$ cat src/rtl/counter_button_ctrl.sv
// rtl/counter_button_ctrl.sv - button press sequencer producing step/clr commands for the LED step counter
module counter_button_ctrl #(
    parameter int LONG_CYCLES  = 50_000_000,
    parameter int CLEAR_CYCLES = 200_000_000,
    parameter int AUTO_PERIOD  = 25_000_000
) (
    input  logic clk,
    input  logic rst,
    input  logic btn,
    output logic step,
    output logic clr,
    output logic auto_mode,
    output logic busy
);

    localparam int CW = $clog2(CLEAR_CYCLES + 1);
    localparam int TW = (AUTO_PERIOD > 1) ? $clog2(AUTO_PERIOD) : 1;
    localparam logic [CW-1:0] LONG_C    = CW'(LONG_CYCLES);
    localparam logic [CW-1:0] CLEAR_C   = CW'(CLEAR_CYCLES);
    localparam logic [TW-1:0] TICK_LAST = TW'(AUTO_PERIOD - 1);

    typedef enum logic [1:0] {IDLE, PRESSED, HELD, WAIT_REL} state_t;

    state_t        state, state_n;
    logic          btn_q;
    logic [CW-1:0] press_cnt, press_cnt_n, cnt_inc;
    logic [TW-1:0] tick_cnt, tick_n;
    logic          auto_n, clr_n, step_n, mstep, wrap;

    always_ff @(posedge clk) begin
        if (rst) begin
            state     <= IDLE;
            btn_q     <= 1'b1;
            press_cnt <= '0;
            tick_cnt  <= '0;
            auto_mode <= 1'b0;
            step      <= 1'b0;
            clr       <= 1'b0;
            busy      <= 1'b0;
        end else begin
            state     <= state_n;
            btn_q     <= btn;
            press_cnt <= press_cnt_n;
            tick_cnt  <= tick_n;
            auto_mode <= auto_n;
            step      <= step_n;
            clr       <= clr_n;
            busy      <= (state_n != IDLE);
        end
    end

    always_comb begin
        state_n     = state;
        press_cnt_n = press_cnt;
        auto_n      = auto_mode;
        clr_n       = 1'b0;
        mstep       = 1'b0;
        // Saturating count so a forgotten held button never wraps back into a long press
        cnt_inc     = (press_cnt == CLEAR_C) ? press_cnt : press_cnt + CW'(1);

        case (state)
            IDLE: begin
                if (btn && !btn_q) begin
                    state_n     = PRESSED;
                    press_cnt_n = CW'(1);
                end
            end
            PRESSED: begin
                if (!btn) begin
                    state_n = IDLE;
                    mstep   = !auto_mode;
                end else begin
                    press_cnt_n = cnt_inc;
                    if (cnt_inc == LONG_C) begin
                        auto_n  = !auto_mode;
                        state_n = HELD;
                    end
                end
            end
            HELD: begin
                if (!btn) begin
                    state_n = IDLE;
                end else begin
                    press_cnt_n = cnt_inc;
                    if (cnt_inc == CLEAR_C) begin
                        clr_n   = 1'b1;
                        auto_n  = 1'b0;
                        state_n = WAIT_REL;
                    end
                end
            end
            WAIT_REL: begin
                if (!btn) begin
                    state_n = IDLE;
                end else begin
                    press_cnt_n = cnt_inc;
                end
            end
            default: state_n = IDLE;
        endcase

        // Auto tick: wraps only while auto-run is already active; clr wins over a coincident wrap
        wrap = auto_mode && (tick_cnt == TICK_LAST);
        if (!auto_n || clr_n || !auto_mode || wrap) begin
            tick_n = '0;
        end else begin
            tick_n = tick_cnt + TW'(1);
        end
        step_n = mstep || (wrap && !clr_n);
    end

endmodule

$ cat config.mk
export PLATFORM = sky130hd
export DESIGN_NAME = counter_button_ctrl
export DESIGN_NICKNAME = d
export VERILOG_FILES = /design/src/rtl/counter_button_ctrl.sv
export SDC_FILE = /design/constraint.sdc
export NUM_CORES = 1
export LEC_CHECK = 0
export ABC_AREA = 1
export BUFFER_PORTS_ARGS = -buffer_cell sky130_fd_sc_hd__buf_2
export CORE_MARGIN = 4
export CORE_UTILIZATION = 50
export DETAILED_ROUTE_END_ITERATION = 12
export PLACE_DENSITY = 0.68
export SLEW_MARGIN = 40
export SYNTH_ARGS = -nofsm -noshare
export SYNTH_HDL_FRONTEND = slang
export SYNTH_SLANG_ARGS = --single-unit
$ cat constraint.sdc
create_clock -name clk -period 2.4 [get_ports clk]
set_clock_uncertainty 0.05 [all_clocks]
set_input_delay 0 -clock clk [delete_from_list [all_inputs] [get_ports clk]]
set_output_delay 0 -clock clk [all_outputs]
set_load 0.03 [all_outputs]
==> metrics.txt, run 1 <==
status finished, violations left; failing checks negative setup slack; Placer Congestion 1.007; die width between 90 and 100 um; GRT Overall Usage 24.96%; P_sw slightly above 1 mW; fin crit period 2.716 ns; Setup CP Type flop to flop; largest delay contributor family on the critical path simple AND/OR/NAND/NOR gates; fill count between 600 and 700; Internal 1.869 mW; Leak ~2.2 nW; Worst EP arrival 2.97 ns; Min-Delay Path Class input port to flop; HP Start btn; Critical R2R Launch press_cnt[0]; Port Buffers 6; area grow syn2layout 35.92%; Hold Path Cell Cnt 5; peak supply drop 0.8409 mV; crit path max fanout 5; # rows 32; fmax around 370 MHz; WHS Endpoint state[0]; initial drt markers between 400 and 500; RSZ-0062 raised after global routing true; pre-CTS worst setup slack -0.2868 ns; sequential element share of the synthesized area approximately 29%; startpoint type of the worst setup path flop; maximum clock path buffer count 2; cells on worst reg2reg path 18; critical path cell sequence buf_6 -> inv_6 -> buf_6 -> ha_4 -> nand3_2 -> nor2_2 -> nand2_2 -> or2_1 -> a21oi_2 -> nand3_2 -> nor2_4 -> nand3_2 -> nand2_2 -> nand3_4 -> nand2_4 -> nand2_8 -> clkbuf_16 -> nor2_4; dpl hpwl 8.601 mm; Synth top cells by count nand2_1, nor2_1, inv_1; # Max-Cap Violations 0; slowest CP cell dfxtp_4; Clk Latency, worst-skew pair ~0.36 ns; Layout Nets about 770; antenna violations before repair 0; Power Total slightly below 3 mW; Synth Register Bits 60; post-synthesis instance total 650; Die Area 9757 um^2; Unique masters post-synth 32; Core Area about 7900 um^2; Combinational Power Share 30.9%; asr flop ratio synth 0%; share of cells above drive strength 1 a little under a third; final WL 12.50 mm; Antenna Nets Post-Route 0; Mapped Nets between 600 and 700; Die Ht between 90 and 100 um; min setup slack post-route -0.3156 ns; drt drc 0; CTS tree done; Slew Limit Fails 0; vias in the first global route ~4.3k; total grt overflow 0; pwr dens around 520 nW/um^2; Synth top area share 29.15%; Fin Hold WS 0.04917 ns; Slew headroom about two thirds; CTS clock-pin slew for the worst setup and hold paths 0.07 ns; EDFF count, synth 0; post-synth top area cell dfxtp_1; Sw Share a little over a third; Final Hold Fails 0; root buf cell clkbuf_8; Reg2Reg Setup Slack -0.32 ns; most used cell, CP nand3_2; max incr delay on CP between 0.3 and 0.4 ns; Synth area leaders dfxtp_1, nand2_1, nor2_1; first-pass GRT wire length between 15 and 20 mm; Syn Std Cell Area about 4100 um^2; Synth Flop Type dfxtp_1; syn avg cell area between 6 and 7 um^2; Required @ worst endpoint 2.65 ns; critical path endpoint category flop; Clock Power Share 32.5%; final setup fails 31; Starting Density 52.24%; worst r2r dst tick_cnt[5]; largest net degree at the start of global routing 33; Sequential Power Share a little over a third; fin crit share 113.1%; Num Clock Sinks 60; via-per-instance ratio about 5.3; cell with the most instances after synthesis nand2_1; Syn. warnings 0; first drt pass iteration count 6; antenna diode count 0; CTS buffer count 9; WL per Instance roughly 14 um; DR vias between 4k and 5k; htree depth 3; Worst-Margin Slew between 0.4 and 0.5 ns; number of buffers and inverters on the critical path 4; Ports 7
-- area by class of cell --
| cell class | instances | area (um^2) | area share, % |
|---|---|---|---|
| Tap cell | 102 | 127.6 | 2.279 |
| Sequential cell | 60 | 1225 | 21.87 |
| Multi-Input combinational cell | 498 | 2819 | 50.34 |
| Inverter | 81 | 309.0 | 5.518 |
| Timing Repair Buffer | 106 | 918.4 | 16.40 |
| Clock buffer | 10 | 137.6 | 2.458 |
| Clock inverter | 6 | 63.81 | 1.139 |
-- cell usage in the layout, fill, tap and decap left out, drive strengths merged --
master       netlist  final
nand3             53     53
clkbuf             7     11
xor2              23     23
nand3b             4      4
o22ai              1      1
nand4             14     14
or2                1      1
clkinvlp           0      2
a21oi             31     31
a22oi              1      1
o221ai             1      1
o21bai             4      4
nor3               9      9
and3               1      1
nor2             123    123
xnor2              4      4
inv               81     81
and2               3      3
a2bb2oi            1      1
clkinv             0      3
buf                4    104
bufinv             0      1
o21ai              4      4
dfxtp             60     60
ha                 8      8
dlygate4sd3        0      1
nand2            212    212
-- power by group through the flow --
stage	sequential [mW]	clock (mW)	combinational [mW]
6_report	1.06	0.943	0.897
5_1_grt	1.07	1.01	0.971
4_1_cts	1.06	0.961	0.748
3_5_place_dp	1.08	0	0.634
3_3_place_gp	1.07	0	0.617
2_1_floorplan	1.09	0	0.406
-- routing by layer --
metal | global-route usage [%] | vias to the layer above | wire length, um
met3 | 5.379 | 72 | 960
met1 | 31.69 | 2035 | 5261
met2 | 40.55 | 202 | 5550
li1 | - | 2239 | -
met5 | 0 | - | 0
met4 | 11.13 | 0 | 723
-- worst reg2reg max path, cell delays in order (launching register included) --
cell       delay [ns]
dfxtp_4          0.35
buf_6            0.12
inv_6            0.06
buf_6            0.10
ha_4             0.16
nand3_2          0.09
nor2_2           0.12
nand2_2          0.09
or2_1            0.27
a21oi_2          0.20
nand3_2          0.11
nor2_4           0.16
nand3_2          0.10
nand2_2          0.11
nand3_4          0.10
nand2_4          0.11
nand2_8          0.10
clkbuf_16        0.18
nor2_4           0.09
-- cells by family (layout without fill, tap and decap cells) --
kind of cell / count (synthesis) / after routing / synth area share [%]
buf+inv: 92 / 203 / 9.353
flops: 60 / 60 / 29.15
fa+ha+maj: 8 / 8 / 2.429
simple gates: 420 / 420 / 47.31
compound gates: 43 / 43 / 5.831
xor+xnor: 27 / 27 / 5.922
-- flip-flops by register name, indices dropped and copies added, names as in the netlist --
register	count
press_cnt	28
btn_q	1
step	1
auto_mode	1
state	2
busy	1
clr	1
tick_cnt	25
-- what timing repair did --
action | 4_1_cts | 5_1_grt
hold buffers | 1 | 0
buffers inserted | 12 | 10
endpoints found under the setup margin | 30 | 36
cloned | 1 | 1
gates resized for setup | 37 | 65
pin swaps | 8 | 34
endpoints found under the hold margin | 1 | 0
-- how the worst max path moves through the flow --
stage	cells past startpoint	slack, ns	to	startpoint
after floorplan	17	0.08	tick_cnt[7]	press_cnt[1]
after global placement	18	-0.22	tick_cnt[7]	press_cnt[0]
after detailed placement	20	-0.29	tick_cnt[16]	press_cnt[0]
after CTS	21	-0.14	tick_cnt[0]	press_cnt[0]
after global routing	18	-0.45	tick_cnt[5]	press_cnt[0]
final	18	-0.32	tick_cnt[5]	press_cnt[0]
-- through the flow --
step	TNS, ns	std cells	cell area, um^2	utilization [%]
global placement	-5.375	825	4836	61.31
floorplan	0	650	4120	-
detailed placement	-7.249	825	4836	61.31
CTS	-3.163	854	5270	66.81
global route	-12.06	863	5600	71.00
finish	-7.876	863	5600	71.00
No activity file was read; power rests on OpenSTA's default activity.
==> inputs of run 2 (changes only) <==
--- a/config.mk
+++ b/config.mk
@@ -6,11 +6,11 @@
 export NUM_CORES = 1
 export LEC_CHECK = 0
 export ABC_AREA = 1
-export BUFFER_PORTS_ARGS = -buffer_cell sky130_fd_sc_hd__buf_2
 export CORE_MARGIN = 4
-export CORE_UTILIZATION = 50
+export CORE_UTILIZATION = 58
 export DETAILED_ROUTE_END_ITERATION = 12
-export PLACE_DENSITY = 0.68
+export DONT_BUFFER_PORTS = 1
+export PLACE_DENSITY = 0.76
 export SLEW_MARGIN = 40
 export SYNTH_ARGS = -nofsm -noshare
 export SYNTH_HDL_FRONTEND = slang
==> metrics.txt, run 2 (synthesized netlist as in run 1, its figures left out) <==
status finished, violations left; failing checks negative setup slack; Reg with most FFs press_cnt; post-layout util 81.69% (+11 points); Sequential Power Share 35.5% (-1.1 points); share of cells above drive strength 1 32.89% (+1.2 points); Ports 7 (unchanged); drt drc 0 (unchanged); RSZ-0062 raised after global routing true; Fin Hold WS 0.1168 ns (+0.06760 ns); first-pass GRT wire length 20.75 mm (+5.1%); Slew Limit Fails 0 (unchanged); Power Total 3.073 mW (+5.9%); slowest CP cell dfxtp_4; cells on worst reg2reg path 18 (unchanged); WL per Instance 16.96 um (+17%); critical path cell sequence buf_6 -> inv_6 -> ha_4 -> nand3_1 -> nor2_1 -> nand2_1 -> o21bai_1 -> nand2_1 -> nor2_4 -> nand3_2 -> nor2_4 -> nand3_2 -> nand2_2 -> nand3_2 -> nand2_2 -> nand2_4 -> buf_12 -> nor2_4; CTS clock-pin slew for the worst setup and hold paths 0.07 ns (about the same); max reg flops 28 (unchanged); Clock Power Share 34.1% (+1.6 points); Core Area 6832 um^2 (-13%); CTS tree done; Antenna Nets Post-Route 0 (unchanged); final WL 14.36 mm (+15%); critical path endpoint category flop; min setup slack post-route -0.3048 ns (+0.01075 ns); antenna diode count 0 (unchanged); Placer Congestion 0.9938 (-1.3%); maximum clock path buffer count 2 (unchanged); total grt overflow 0 (unchanged); die width 92.29 um (-6.6%); # rows 30 (-6.3%); pwr dens 550.6 nW/um^2 (+6.2%); Largest regs press_cnt x28, tick_cnt x25, state x2; area grow syn2layout 35.44%; crit path max fanout 6 (+1); final setup fails 30 (-3.2%); Required @ worst endpoint 2.65 ns (about the same); fin crit share 112.7% (-0.45 points); htree depth 3 (unchanged); Worst-Margin Slew 0.4729 ns (-0.02337 ns); Post-Layout Cell Count 847 (-1.9%); Worst EP arrival 2.95 ns (-0.02 ns); Starting Density 60.31% (+8.1 points); Min-Delay Path Class input port to flop; vias in the first global route 4404 (+2.4%); Layout Nets 757 (-1.3%); Clk Latency, worst-skew pair 0.35 ns (about the same); fmax 369.7 MHz (+0.40%); highest-count cells in the layout ignoring fill and taps nand2_1, buf_4, inv_1, nor2_1, nand3_1; peak supply drop 0.6878 mV (-18%); fin crit period 2.705 ns (-0.01075 ns); Leak 2.222 nW (+0.19%); Combinational Power Share 30.5% (-0.4 points); via-per-instance ratio 5.666 (+7.5%); largest net degree at the start of global routing 32 (-3.0%); startpoint type of the worst setup path flop; Slew headroom 68.37% (+1.5 points); DR vias 4799 (+5.5%); Final Hold Fails 0 (unchanged); max incr delay on CP 0.37 ns (+0.02 ns); Cells after DPL 800 (-3.0%); Sw Share 35.16% (-0.44 points); Hold Path Cell Cnt 6 (+1); Internal 1.992 mW (+6.6%); Die Area 8517 um^2 (-13%); first drt pass iteration count 8 (+2); GRT Overall Usage 30.58% (+5.6 points); root buf cell clkbuf_8; Port Buffers 0 (-6); most common cell after layout, fill and taps aside nand2_1; CTS buffer count 9 (unchanged); Num Clock Sinks 60 (unchanged); P_sw 1.080 mW (+4.5%); antenna violations before repair 0 (unchanged); initial drt markers 483 (+18%); setup TNS -8.328 ns (-0.4519 ns); dpl hpwl 8.581 mm (-0.22%); # Max-Cap Violations 0 (unchanged); Setup CP Type flop to flop; Die Ht 92.29 um (-6.6%)
-- run 2: area by class of cell --
type	count	area [um^2]
clock inverters	4	72.57
fillers	430	1251
flip-flops and latches	60	1240
repair buffers	96	824.5
clock buffers	12	145.1
multi-input cells	498	2867
well taps	96	120.1
inverters	81	311.5
-- run 2: path summary, 6_finish.rpt --
| kind | start | slack [ns] | endpoint |
|---|---|---|---|
| max | press_cnt[0] | -0.30 | tick_cnt[12] |
| min | rst | 0.12 | tick_cnt[18] |
| max reg2reg | press_cnt[0] | -0.30 | tick_cnt[12] |
| min reg2reg | tick_cnt[0] | 0.41 | tick_cnt[0] |
-- run 2: critical path, delay by kind of cell (launching register included) --
kind | cells | cell delay [ns]
buf+inv | 3 | 0.36
simple gates | 13 | 1.52
fa+ha+maj | 1 | 0.16
flops | 1 | 0.37
compound gates | 1 | 0.18
-- run 2: repair_timing --
action / in CTS / in global routing
endpoints found under the setup margin: 31 / 32
buffers inserted: 17 / 8
endpoints found under the hold margin: 35 / 0
resized for setup: 66 / 63
pin swaps: 16 / 33
hold buffers: 4 / 0
gates cloned: 1 / 2
-- run 2: per-layer routing --
layer  vias up  share of wire (%)  track usage, %  wire [um]
met5         -                  0               0          0
met4         0                6.1           12.00        869
met3        95                9.2           6.235       1327
met2       315                 47           52.98       6810
met1      2172                 37           36.98       5354
li1       2217                  -               -          -
-- run 2: per-stage QoR --
step	setup slack (ns)	instance area [um^2]
global route	-0.6004	5580
global placement	-0.4102	4676
CTS	-0.06627	5295
detailed placement	-0.4067	4676
floorplan	0.08146	4120
finish	-0.3048	5580
-- run 2: power groups by stage --
stage	Combinational [mW]	Sequential, mW	Clock, mW
6_report	0.936	1.09	1.05
2_1_floorplan	0.406	1.09	0
3_3_place_gp	0.573	1.10	0
4_1_cts	0.665	1.08	1.04
5_1_grt	0.995	1.09	1.09
3_5_place_dp	0.582	1.10	0
